--- src/rtl/vote_result_evaluator_pkg.sv ---
`default_nettype none
// ============================================================================
// Module      : vote_result_evaluator_pkg
// Description : Shared constants for the vote result evaluator: FSM state
//               encoding, candidate index width and the default tally width
//               (kept identical to the vote logger's tally width).
// Revision    : 1.0 - initial release
// ============================================================================
package vote_result_evaluator_pkg;

    // Tally width used by the vote logger; the evaluator defaults to it.
    localparam int CNT_W_DEFAULT = 8;

    // Four candidates in this release -> 2-bit candidate index.
    localparam int CAND_IDX_W = 2;

    // Evaluator FSM encoding.
    localparam int                 STATE_W = 2;
    localparam logic [STATE_W-1:0] ST_IDLE = 2'd0;
    localparam logic [STATE_W-1:0] ST_SCAN = 2'd1;
    localparam logic [STATE_W-1:0] ST_DONE = 2'd2;
    localparam logic [STATE_W-1:0] ST_SHOW = 2'd3;

endpackage : vote_result_evaluator_pkg
`default_nettype wire

--- src/rtl/vote_result_evaluator_display_rotator.sv ---
`default_nettype none
// ============================================================================
// Module      : display_rotator
// Description : Steps the displayed candidate index. Each index is held for
//               DISP_CYCLES clocks while enabled, then advances, wrapping
//               from the last candidate back to 0.
//   clock     in   system clock
//   reset     in   synchronous active-low reset
//   enable    in   count while high (evaluator in SHOW)
//   restart   in   force counter and index to 0 at the next edge
//   disp_idx  out  registered index of the candidate being displayed
//   advance   out  high in the cycle whose edge moves disp_idx forward
// Revision    : 1.0 - initial release
// ============================================================================
module display_rotator
    import vote_result_evaluator_pkg::*;
#(
    parameter int DISP_CYCLES = 100
) (
    input  logic                  clock,
    input  logic                  reset,
    input  logic                  enable,
    input  logic                  restart,
    output logic [CAND_IDX_W-1:0] disp_idx,
    output logic                  advance
);

    // A single-cycle dwell still needs a 1-bit counter to keep widths legal.
    localparam int                DCNT_W = (DISP_CYCLES > 1) ? $clog2(DISP_CYCLES) : 1;
    localparam logic [DCNT_W-1:0] C_LAST = DCNT_W'(DISP_CYCLES - 1);

    logic [DCNT_W-1:0]     r_count;
    logic [CAND_IDX_W-1:0] r_disp_idx;

    // Exported so the owner of the display value can load the next tally on
    // the same edge the index moves, keeping value and index aligned.
    assign advance  = enable && !restart && (r_count == C_LAST);
    assign disp_idx = r_disp_idx;

    always_ff @(posedge clock) begin
        if (!reset) begin
            r_count    <= '0;
            r_disp_idx <= '0;
        end else if (restart) begin
            r_count    <= '0;
            r_disp_idx <= '0;
        end else if (enable) begin
            if (r_count == C_LAST) begin
                r_count    <= '0;
                r_disp_idx <= r_disp_idx + CAND_IDX_W'(1);
            end else begin
                r_count <= r_count + DCNT_W'(1);
            end
        end
    end

endmodule : display_rotator
`default_nettype wire

--- src/rtl/vote_result_evaluator.sv ---
`default_nettype none
// ============================================================================
// Module      : vote_result_evaluator
// Description : Snapshots four candidate tallies on start, scans them one per
//               cycle to find winner / tie / no-votes / total, then rotates
//               the snapshot tallies onto a display output.
//   clock, reset           clock and synchronous active-low reset
//   start, clear           evaluation request / return to idle
//   cand1..4_votes         live tallies from the vote logger
//   busy, done             scan in progress / one-cycle result strobe
//   result_valid           results held valid from done to clear/start
//   winner, winner_votes   leading candidate index and its tally
//   tie, no_votes          shared nonzero maximum / all tallies zero
//   total_votes            sum of all four tallies
//   disp_idx, disp_value   rotating display of the snapshot tallies
// Revision    : 1.0 - initial release
// ============================================================================
module vote_result_evaluator
    import vote_result_evaluator_pkg::*;
#(
    parameter int CNT_W       = CNT_W_DEFAULT,
    parameter int NUM_CAND    = 4,
    parameter int DISP_CYCLES = 100
) (
    input  logic                  clock,
    input  logic                  reset,
    input  logic                  start,
    input  logic                  clear,
    input  logic [CNT_W-1:0]      cand1_votes,
    input  logic [CNT_W-1:0]      cand2_votes,
    input  logic [CNT_W-1:0]      cand3_votes,
    input  logic [CNT_W-1:0]      cand4_votes,
    output logic                  busy,
    output logic                  done,
    output logic                  result_valid,
    output logic [CAND_IDX_W-1:0] winner,
    output logic [CNT_W-1:0]      winner_votes,
    output logic                  tie,
    output logic                  no_votes,
    output logic [CNT_W+1:0]      total_votes,
    output logic [CAND_IDX_W-1:0] disp_idx,
    output logic [CNT_W-1:0]      disp_value
);

    localparam logic [CAND_IDX_W-1:0] C_LAST_IDX = CAND_IDX_W'(NUM_CAND - 1);

    logic [STATE_W-1:0]    r_state;
    logic [CNT_W-1:0]      r_snap [NUM_CAND];
    logic [CAND_IDX_W-1:0] r_idx;
    logic [CNT_W-1:0]      r_max;
    logic [CNT_W+1:0]      r_sum;
    logic                  r_run_tie;
    logic [CAND_IDX_W-1:0] r_run_winner;

    logic                  r_busy;
    logic                  r_done;
    logic                  r_result_valid;
    logic [CAND_IDX_W-1:0] r_winner;
    logic [CNT_W-1:0]      r_winner_votes;
    logic                  r_tie;
    logic                  r_no_votes;
    logic [CNT_W+1:0]      r_total_votes;
    logic [CNT_W-1:0]      r_disp_value;

    logic [CNT_W-1:0]      w_cur;
    logic                  w_gt;
    logic                  w_eq;
    logic [CNT_W-1:0]      w_next_max;
    logic [CAND_IDX_W-1:0] w_next_winner;
    logic                  w_next_tie;
    logic [CNT_W+1:0]      w_next_sum;
    logic                  w_rot_enable;
    logic                  w_rot_restart;
    logic                  w_rot_advance;
    logic [CAND_IDX_W-1:0] w_disp_next_idx;

    assign busy         = r_busy;
    assign done         = r_done;
    assign result_valid = r_result_valid;
    assign winner       = r_winner;
    assign winner_votes = r_winner_votes;
    assign tie          = r_tie;
    assign no_votes     = r_no_votes;
    assign total_votes  = r_total_votes;
    assign disp_value   = r_disp_value;

    // Comparator / accumulator for the candidate currently being scanned.
    // Only a strictly greater tally takes the lead, so the lowest index wins
    // among equal maxima; a zero maximum never counts as a tie.
    always_comb begin
        w_cur         = r_snap[r_idx];
        w_gt          = (w_cur > r_max);
        w_eq          = (w_cur == r_max) && (r_max != '0);
        w_next_max    = r_max;
        w_next_winner = r_run_winner;
        w_next_tie    = r_run_tie;
        if (w_gt) begin
            w_next_max    = w_cur;
            w_next_winner = r_idx;
            w_next_tie    = 1'b0;
        end else if (w_eq) begin
            w_next_tie = 1'b1;
        end
        w_next_sum = r_sum + {2'b00, w_cur};
    end

    // The rotator is held at index 0 everywhere except SHOW, and is also
    // forced back on the very edge a clear or restart is taken, so disp_idx
    // reads 0 from that edge onward.
    assign w_rot_enable    = (r_state == ST_SHOW);
    assign w_rot_restart   = clear || start || (r_state != ST_SHOW);
    assign w_disp_next_idx = disp_idx + CAND_IDX_W'(1);

    display_rotator #(
        .DISP_CYCLES (DISP_CYCLES)
    ) u_display_rotator (
        .clock    (clock),
        .reset    (reset),
        .enable   (w_rot_enable),
        .restart  (w_rot_restart),
        .disp_idx (disp_idx),
        .advance  (w_rot_advance)
    );

    always_ff @(posedge clock) begin
        if (!reset || clear) begin
            r_state        <= ST_IDLE;
            r_idx          <= '0;
            r_max          <= '0;
            r_sum          <= '0;
            r_run_tie      <= 1'b0;
            r_run_winner   <= '0;
            r_busy         <= 1'b0;
            r_done         <= 1'b0;
            r_result_valid <= 1'b0;
            r_winner       <= '0;
            r_winner_votes <= '0;
            r_tie          <= 1'b0;
            r_no_votes     <= 1'b0;
            r_total_votes  <= '0;
            r_disp_value   <= '0;
            // Only reset wipes the snapshot; clear leaves it (it is not
            // observable until the next start overwrites it anyway).
            if (!reset) begin
                for (int i = 0; i < NUM_CAND; i++) begin
                    r_snap[i] <= '0;
                end
            end
        end else if (start && (r_state != ST_SCAN)) begin
            // Restart from IDLE, DONE or SHOW; start is ignored mid-scan.
            r_snap[0]      <= cand1_votes;
            r_snap[1]      <= cand2_votes;
            r_snap[2]      <= cand3_votes;
            r_snap[3]      <= cand4_votes;
            r_idx          <= '0;
            r_max          <= '0;
            r_sum          <= '0;
            r_run_tie      <= 1'b0;
            r_run_winner   <= '0;
            r_busy         <= 1'b1;
            r_done         <= 1'b0;
            r_result_valid <= 1'b0;
            r_disp_value   <= '0;
            r_state        <= ST_SCAN;
        end else begin
            case (r_state)
                ST_SCAN: begin
                    r_max        <= w_next_max;
                    r_run_winner <= w_next_winner;
                    r_run_tie    <= w_next_tie;
                    r_sum        <= w_next_sum;
                    if (r_idx == C_LAST_IDX) begin
                        r_winner       <= w_next_winner;
                        r_winner_votes <= w_next_max;
                        r_tie          <= w_next_tie;
                        r_total_votes  <= w_next_sum;
                        r_no_votes     <= (w_next_sum == '0);
                        r_busy         <= 1'b0;
                        r_done         <= 1'b1;
                        r_result_valid <= 1'b1;
                        r_state        <= ST_DONE;
                    end else begin
                        r_idx <= r_idx + CAND_IDX_W'(1);
                    end
                end
                ST_DONE: begin
                    r_done       <= 1'b0;
                    r_disp_value <= r_snap[0];
                    r_state      <= ST_SHOW;
                end
                ST_SHOW: begin
                    if (w_rot_advance) begin
                        r_disp_value <= r_snap[w_disp_next_idx];
                    end
                end
                default: begin
                    r_state <= ST_IDLE;
                end
            endcase
        end
    end

endmodule : vote_result_evaluator
`default_nettype wire

--- config.mk ---
export PLATFORM = sky130hd
export DESIGN_NAME = vote_result_evaluator
export DESIGN_NICKNAME = d
export VERILOG_FILES = /design/src/rtl/vote_result_evaluator_pkg.sv /design/src/rtl/vote_result_evaluator_display_rotator.sv /design/src/rtl/vote_result_evaluator.sv
export SDC_FILE = /design/constraint.sdc
export NUM_CORES = 1
export LEC_CHECK = 0
export BUFFER_PORTS_ARGS = -buffer_cell sky130_fd_sc_hd__buf_2
export CAP_MARGIN = 40
export CORE_ASPECT_RATIO = 1.4
export CORE_MARGIN = 1
export CORE_UTILIZATION = 35
export DETAILED_ROUTE_END_ITERATION = 8
export PLACE_DENSITY = 0.56
export SYNTH_ARGS = -nofsm -noshare
export SYNTH_HDL_FRONTEND = slang
export SYNTH_SLANG_ARGS = --single-unit
--- constraint.sdc ---
create_clock -name clock -period 4.8 [get_ports clock]
set_input_delay 0.96 -clock clock [delete_from_list [all_inputs] [get_ports clock]]
set_output_delay 0.96 -clock clock [all_outputs]
set_load 0.01 [all_outputs]
==> results of run 1 <==
cell usage in the layout (no fill, tap or decap), types with 2 or more instances in the layout:
cell	instances
a21o_1	5
nand2b_1	2
dfxtp_1	69
ha_1	21
nand3b_1	3
inv_1	11
clkbuf_16	10
nand2_1	48
nand4_1	4
o21ai_1	2
a22oi_1	7
and2_1	2
o21ai_0	28
nor4_1	3
nor2_1	56
mux4_2	8
a21oi_2	2
xor2_1	7
a21oi_1	29
buf_2	70
and3_1	33
nor2b_1	5
nand3_1	14
clkinv_2	3
a31oi_1	11
o21a_1	3
nor3_1	2
mux2i_1	24
o2bb2ai_1	7
xnor2_1	9
a211oi_1	7
buf_4	6
inv_6	2
edfxtp_1	32
final timing paths:
kind / end / depth (start not counted) / slack, ns
min reg2reg: total_votes[3]$_SDFFE_PP0P_ / 2 / 0.45
max: r_max[3]$_SDFFE_PP0P_ / 9 / 1.49
max reg2reg: r_max[3]$_SDFFE_PP0P_ / 9 / 1.49
min: total_votes[3]$_SDFFE_PP0P_ / 2 / 0.45
through the flow:
step / total power, mW / hold WS [ns] / cells / cell area (sq um) / util (%)
global route: 1.85 / 0.478 / 746 / 5710 / 42.3
CTS: 1.80 / 0.456 / 746 / 5710 / 42.3
floorplan: 1.04 / 0.435 / 501 / 4890 / -
global placement: 1.09 / 0.443 / 729 / 5400 / 40.0
detailed placement: 1.09 / 0.447 / 730 / 5430 / 40.2
finish: 1.78 / 0.453 / 746 / 5710 / 42.3
layer usage:
layer | share of wire [%] | up-vias
met5 | 0 | -
met3 | 4.8 | 13
met2 | 50 | 93
met1 | 44 | 1804
li1 | - | 1923
met4 | 1.7 | 0
kinds of logic after synthesis:
family / count (synthesis) / synth area share, %
buffers and inverters: 41 / 3.37
flip-flops: 101 / 47.9
adder cells (fa/ha/maj): 22 / 5.78
AO/OA/AOI/OAI: 110 / 14.0
multiplexers: 32 / 8.59
XOR/XNOR: 16 / 2.86
AND/OR/NAND/NOR: 179 / 17.5
worst min-delay path, cell delays in order (launching register included):
cell,delay (ns)
dfxtp_1,0.31
nand2_1,0.05
a21oi_1,0.05
where the power goes:
group / internal (mW) / switching (mW) / total [mW]
Clock: 0.385 / 0.320 / 0.704
Combinational: 0.0600 / 0.0952 / 0.155
Sequential: 0.904 / 0.0138 / 0.918
final cells by class:
class                      count  area share (%)
timing repair buffer          77            7.40
multi-input combinational    359            41.9
inverter                      11           0.723
sequential                   101            41.0
clock inverter                 5           0.569
tap                          182            3.99
clock buffer                  11            4.44
state kept, by name (all words and copies together) (netlist names), named ones only:
signal,count
r_idx,2
result_valid,1
r_snap,32
r_state,2
busy,1
winner,2
r_run_winner,2
tie,1
total_votes,10
no_votes,1
disp_value,8
r_sum,10
done,1
r_max,8
winner_votes,8
u_display_rotator.disp_idx,2
r_run_tie,1
u_display_rotator.r_count,7
==> metrics.yaml, run 1 <==
floorplanning:
  dieArea_sq_um: 14500
  io_pins: 71
  core-area_sq_um: 13500
  die_h_microns: 142
  die_w_microns: 102
  start_util_pct: 36.2
  rows: 50
pwr:
  p_leak_nw: 2.26
  power.density_nw_per_um2: 311
  ir_drop_mv: 0.222
synthesis:
  synthDistinctLibCells: 48
  synth_cells: 501
  synth-main-ff-cell: "dfxtp_1"
  syn-num-nets: 559
  synth.avg_cell_area_sq_um: 9.77
  ys_seq_elements: 101
  synth_area_leaders: "dfxtp_1 28%, edfxtp_1 20%, ha_1 5.4%"
  seq_area_frac_synth_pct: 47.9
  ys_async_sr_fraction_pct: 0
  synth_edf_count: 32
  synth_common_cells: "69 x dfxtp_1, 56 x nor2_1, 48 x nand2_1"
  ys_warn_count: 0
  syn-cell-area_sq_um: 4890
  yosysMostFrequentCell: "dfxtp_1"
  yosysTopAreaCellShare_pct: 28.2
  yosys.area.top_type: "dfxtp_1"
detailed_routing:
  vias: 3833
  drcViolationCount: 0
  wire_per_inst_microns: 15.9
  wl_microns: 11800
  antenna_left: 0
  viasPerCell: 5.14
  drtIter0Drc: 130
  dr.pass1.iters: 4
worst_hold_path:
  min_path_type: "reg -> reg"
  min_from: "total_votes[3]$_SDFFE_PP0P_"
clocking:
  htree_levels: 3
  holdBufCountCts: 0
  clockBufferDepth: 2
  clk_latency_ns: 0.35
  cts_setup_buffers: 0
  clockRootBuffer: "clkbuf_16"
  cts_resized: 0
  path_clk_slew_ns: 0.07
  numCtsBuffers: 9
  cts_sinks: 101
  cts_tree: "done"
critical_path:
  worstSetupStartpointType: "flip-flop"
  slowest_stage: "mux4_2"
  path_buf_inv: 1
  cp_cell_sequence: "mux4_2, ha_1, nor2b_1, o21a_1, o21a_1, o21ai_1, a21oi_1, buf_4, mux2i_1"
  crit_path_max_incr_delay_ns: 0.66
  critPathKind: "reg -> reg"
  path_max_fanout: 12
  crit_arrival_ns: 3.53
  crit_top_cell: "o21a_1"
  cpLargestDelayFamily: "compound AO/OA/AOI/OAI gates"
  worstPathRequired_ns: 5.02
  cp-end-kind: "flip-flop"
placement:
  io_buffers: 70
  place_ws_ns: 1.46
  routabilityCongestion: 0.813
  hpwl_microns: 8790
sta:
  rsz0062_at_grt: "no"
  finClkSkew_ns: 0.0105
  slew_headroom_pct: 47.1
  fmax_ghz: 0.303
  hold_violations: 0
  setup_violations: 0
  fin_ws_ns: 1.49
  tns_ns: 0
  fin_crit_sh_pct: 68.9
  worst-slew-pin-transition_ns: 0.794
  maxSlewViolCount: 0
  period_needed_ns: 3.31
grt:
  grt_usage_pct: 17.3
  globalRouteOverflowTotal: 0
  grt_pass1_wl_microns: 19000
  first_global_vias: 3686
  antenna_found_initial: 0
  grt_use_met1_pct: 21.3
  grt_max_degree: 49
  grt.met3_usage_pct: 4.04
  grt_use_met2_pct: 29.4
  grt.busiest_layer: "met2"
final_layout:
  antenna_cells: 0
  seq_area_sq_um: 2340
  multi_input_comb_area_sq_um: 2390
  fill_cells: 1382
  num-nets-final: 617
  syn_to_final_growth_pct: 16.7
  layout-drive-gt1-share_pct: 19.1
job:
  cap_violations: 0
status:
  outcome: "finished clean"
No activity file was read; power rests on OpenSTA's default activity.
==> inputs of run 2 (changes only) <==
Settings changed: ABC_AREA from default to 1, PLACE_DENSITY 0.56 to 0.58.
Clock period 4.8 ns to 2.83 ns, I/O delays scaled along.
==> run 2 against run 1 <==
Compared with the run above:
- critical path depth grew 3
- first-iteration DRC count rose by 34%
- synthesized cell count is 39% higher
- non-clock buffer count up 4
- clock power rose by 88%
- maximum frequency grew 26%
- cell area is 6.5% higher
- die area is 6.2% higher
- largest cell class is now flip-flops and latches
- largest power group unchanged
==> metrics.yaml, run 2 <==
critical_path:
  critPathKind: "reg -> reg"
  cp-end-kind: "flip-flop"
  path_buf_inv: 1
  cp.depth: 12
  worstPathRequired_ns: 3.12
  worstSetupStartpointType: "flip-flop"
  cp_cell_sequence: "inv_1, a32oi_2, ha_1, fa_1, or2_2, nor2_1, nand2_1, nor2_1, nand2_1, nor2_2, nand3_2, a21oi_2"
  crit_path_max_incr_delay_ns: 0.48
  rrSetupSlack_ns: 0.21
  reg2regPathDepth: 12
  r2r_end: "no_votes$_SDFFE_PP0P_"
  slowest_stage: "fa_1"
  cpLargestDelayFamily: "simple AND/OR/NAND/NOR gates"
  path_max_fanout: 9
  crit_arrival_ns: 2.91
  crit_path_end: "no_votes$_SDFFE_PP0P_"
job:
  cap_violations: 0
clocking:
  cts_sinks: 101
  cts_setup_buffers: 0
  numCtsBuffers: 9
  htree_levels: 3
  path_clk_slew_ns: 0.07
  clockBufferDepth: 2
  holdBufCountCts: 0
  cts_resized: 0
  clk_latency_ns: 0.35
  cts_tree: "done"
  clockRootBuffer: "clkbuf_16"
floorplanning:
  dieArea_sq_um: 15400
  rows: 52
  start_util_pct: 35.9
  die_w_microns: 105
  die_h_microns: 146
  io_pins: 71
  core-area_sq_um: 14500
synthesis:
  yosys.area.top_type: "dfxtp_1"
  synthAdderAreaFrac_pct: 5.43
  synth-main-ff-cell: "dfxtp_1"
  synth-simple-area-share_pct: 25.1
  syn-num-nets: 755
  syn-cell-area_sq_um: 5200
  synth.avg_cell_area_sq_um: 7.47
  ys_warn_count: 0
  synth_mux_area_share_pct: 0
  synth_top_family_by_area: "simple AND/OR/NAND/NOR gates"
  synth_edf_count: 32
  seq_area_frac_synth_pct: 45.0
  yosysTopAreaCellShare_pct: 26.5
  synth_area_leaders: "dfxtp_1 27%, edfxtp_1 18%, nand2_1 11%"
  synth_cells: 697
  ys_async_sr_fraction_pct: 0
  synth_compound_area_share_pct: 14.0
  synth_common_cells: "151 x nand2_1, 108 x inv_1, 95 x nor2_1"
  yosysMostFrequentCell: "nand2_1"
  ys_seq_elements: 101
  synthDistinctLibCells: 38
  synth_xor_area_share_pct: 0.168
final_layout:
  final_common_cell: "nand2_1"
  multi_input_comb_area_sq_um: 2330
  regMostFlops: "r_snap"
  seq_area_sq_um: 2340
  num-nets-final: 824
  syn_to_final_growth_pct: 16.9
  fill_cells: 1519
  stdcell_area_sq_um: 6080
  antenna_cells: 0
  final_cell_mix: "151 x nand2_1, 108 x inv_1, 95 x nor2_1, 70 x buf_2, 68 x dfxtp_1"
  largest_reg_flops: 32
  layout-drive-gt1-share_pct: 15.8
sta:
  fmax_ghz: 0.381
  slew_headroom_pct: 66.5
  tns_ns: 0
  finClkSkew_ns: 0.00574
  fin_crit_sh_pct: 92.6
  rsz0062_at_grt: "no"
  worst-slew-pin-transition_ns: 0.503
  hold_violations: 0
  maxSlewViolCount: 0
  setup_violations: 0
  period_needed_ns: 2.62
grt:
  antenna_found_initial: 0
  grt_pass1_wl_microns: 20500
  grt_usage_pct: 16.8
  globalRouteOverflowTotal: 0
  grt_max_degree: 35
  first_global_vias: 4224
detailed_routing:
  dr.pass1.iters: 5
  wire_per_inst_microns: 12.6
  drcViolationCount: 0
  antenna_left: 0
  wl_microns: 12100
  vias: 4441
  viasPerCell: 4.63
  drtIter0Drc: 174
pwr:
  power.density_nw_per_um2: 518
  ir_drop_mv: 0.258
  p_leak_nw: 2.96
placement:
  io_buffers: 70
  place_area_sq_um: 5760
  hpwl_microns: 9180
  routabilityCongestion: 0.832
worst_hold_path:
  min_path_type: "reg -> reg"
status:
  outcome: "finished clean"
-- run 2: worst min-delay path, cell delays in order (launching register included) --
cell,delay [ns]
dfxtp_1,0.31
nand3_1,0.07
nand2_1,0.04
-- run 2: metal layers --
layer | GRT usage [%] | wire [microns] | vias up | part of all wire, %
met3 | 2.68 | 396 | 23 | 3.3
met5 | 0 | 0 | - | 0
li1 | - | - | 2390 | -
met2 | 27.6 | 5720 | 95 | 47
met1 | 21.6 | 5670 | 1933 | 47
met4 | 8.03 | 325 | 0 | 2.7
-- run 2: worst min-delay path by stage --
stage / cells past startpoint / startpoint / to / slack [ns]
finish: 2 / busy$_SDFFE_PP0P_ / busy$_SDFFE_PP0P_ / 0.47
CTS: 2 / busy$_SDFFE_PP0P_ / busy$_SDFFE_PP0P_ / 0.47
floorplan: 2 / r_sum[0]$_SDFFE_PP0P_ / r_sum[0]$_SDFFE_PP0P_ / 0.44
global placement: 2 / r_sum[0]$_SDFFE_PP0P_ / r_sum[0]$_SDFFE_PP0P_ / 0.46
detailed placement: 2 / busy$_SDFFE_PP0P_ / busy$_SDFFE_PP0P_ / 0.46
global route: 2 / r_sum[0]$_SDFFE_PP0P_ / r_sum[0]$_SDFFE_PP0P_ / 0.49
-- run 2: kinds of logic after synthesis --
| family | count (synthesis) |
|---|---|
| adders and majority gates | 22 |
| AOI/OAI and AO/OA | 128 |
| DFF | 101 |
| xor gates and xnor gates | 1 |
| and+or+nand+nor | 309 |
| buffers and inverters | 136 |
-- run 2: cell type report --
type / instances / area share (%)
clock buffers: 9 / 3.70
clock inverters: 7 / 1.48
inverters: 113 / 7.01
multi-input cells: 460 / 38.3
flip-flops and latches: 101 / 38.5
well taps: 189 / 3.89
repair buffers: 81 / 7.11
-- run 2: stage by stage --
stage          hold slack, ns  util [%]  total power [mW]  setup WS, ns  cells
2_1_floorplan           0.444         -              1.77         0.441    697
3_3_place_gp            0.457      39.7              1.87         0.197    944
3_5_place_dp            0.464      39.7              1.87         0.201    944
4_1_cts                 0.473      41.9              3.18         0.189    960
5_1_grt                 0.487      41.9              3.28        0.0127    960
6_report                0.471      41.9              3.15         0.209    960
-- run 2: power breakdown --
group          total [mW]  switching, mW  internal [mW]
registers            1.56         0.0252           1.53
clock network        1.32          0.549          0.770
logic               0.274          0.177         0.0974
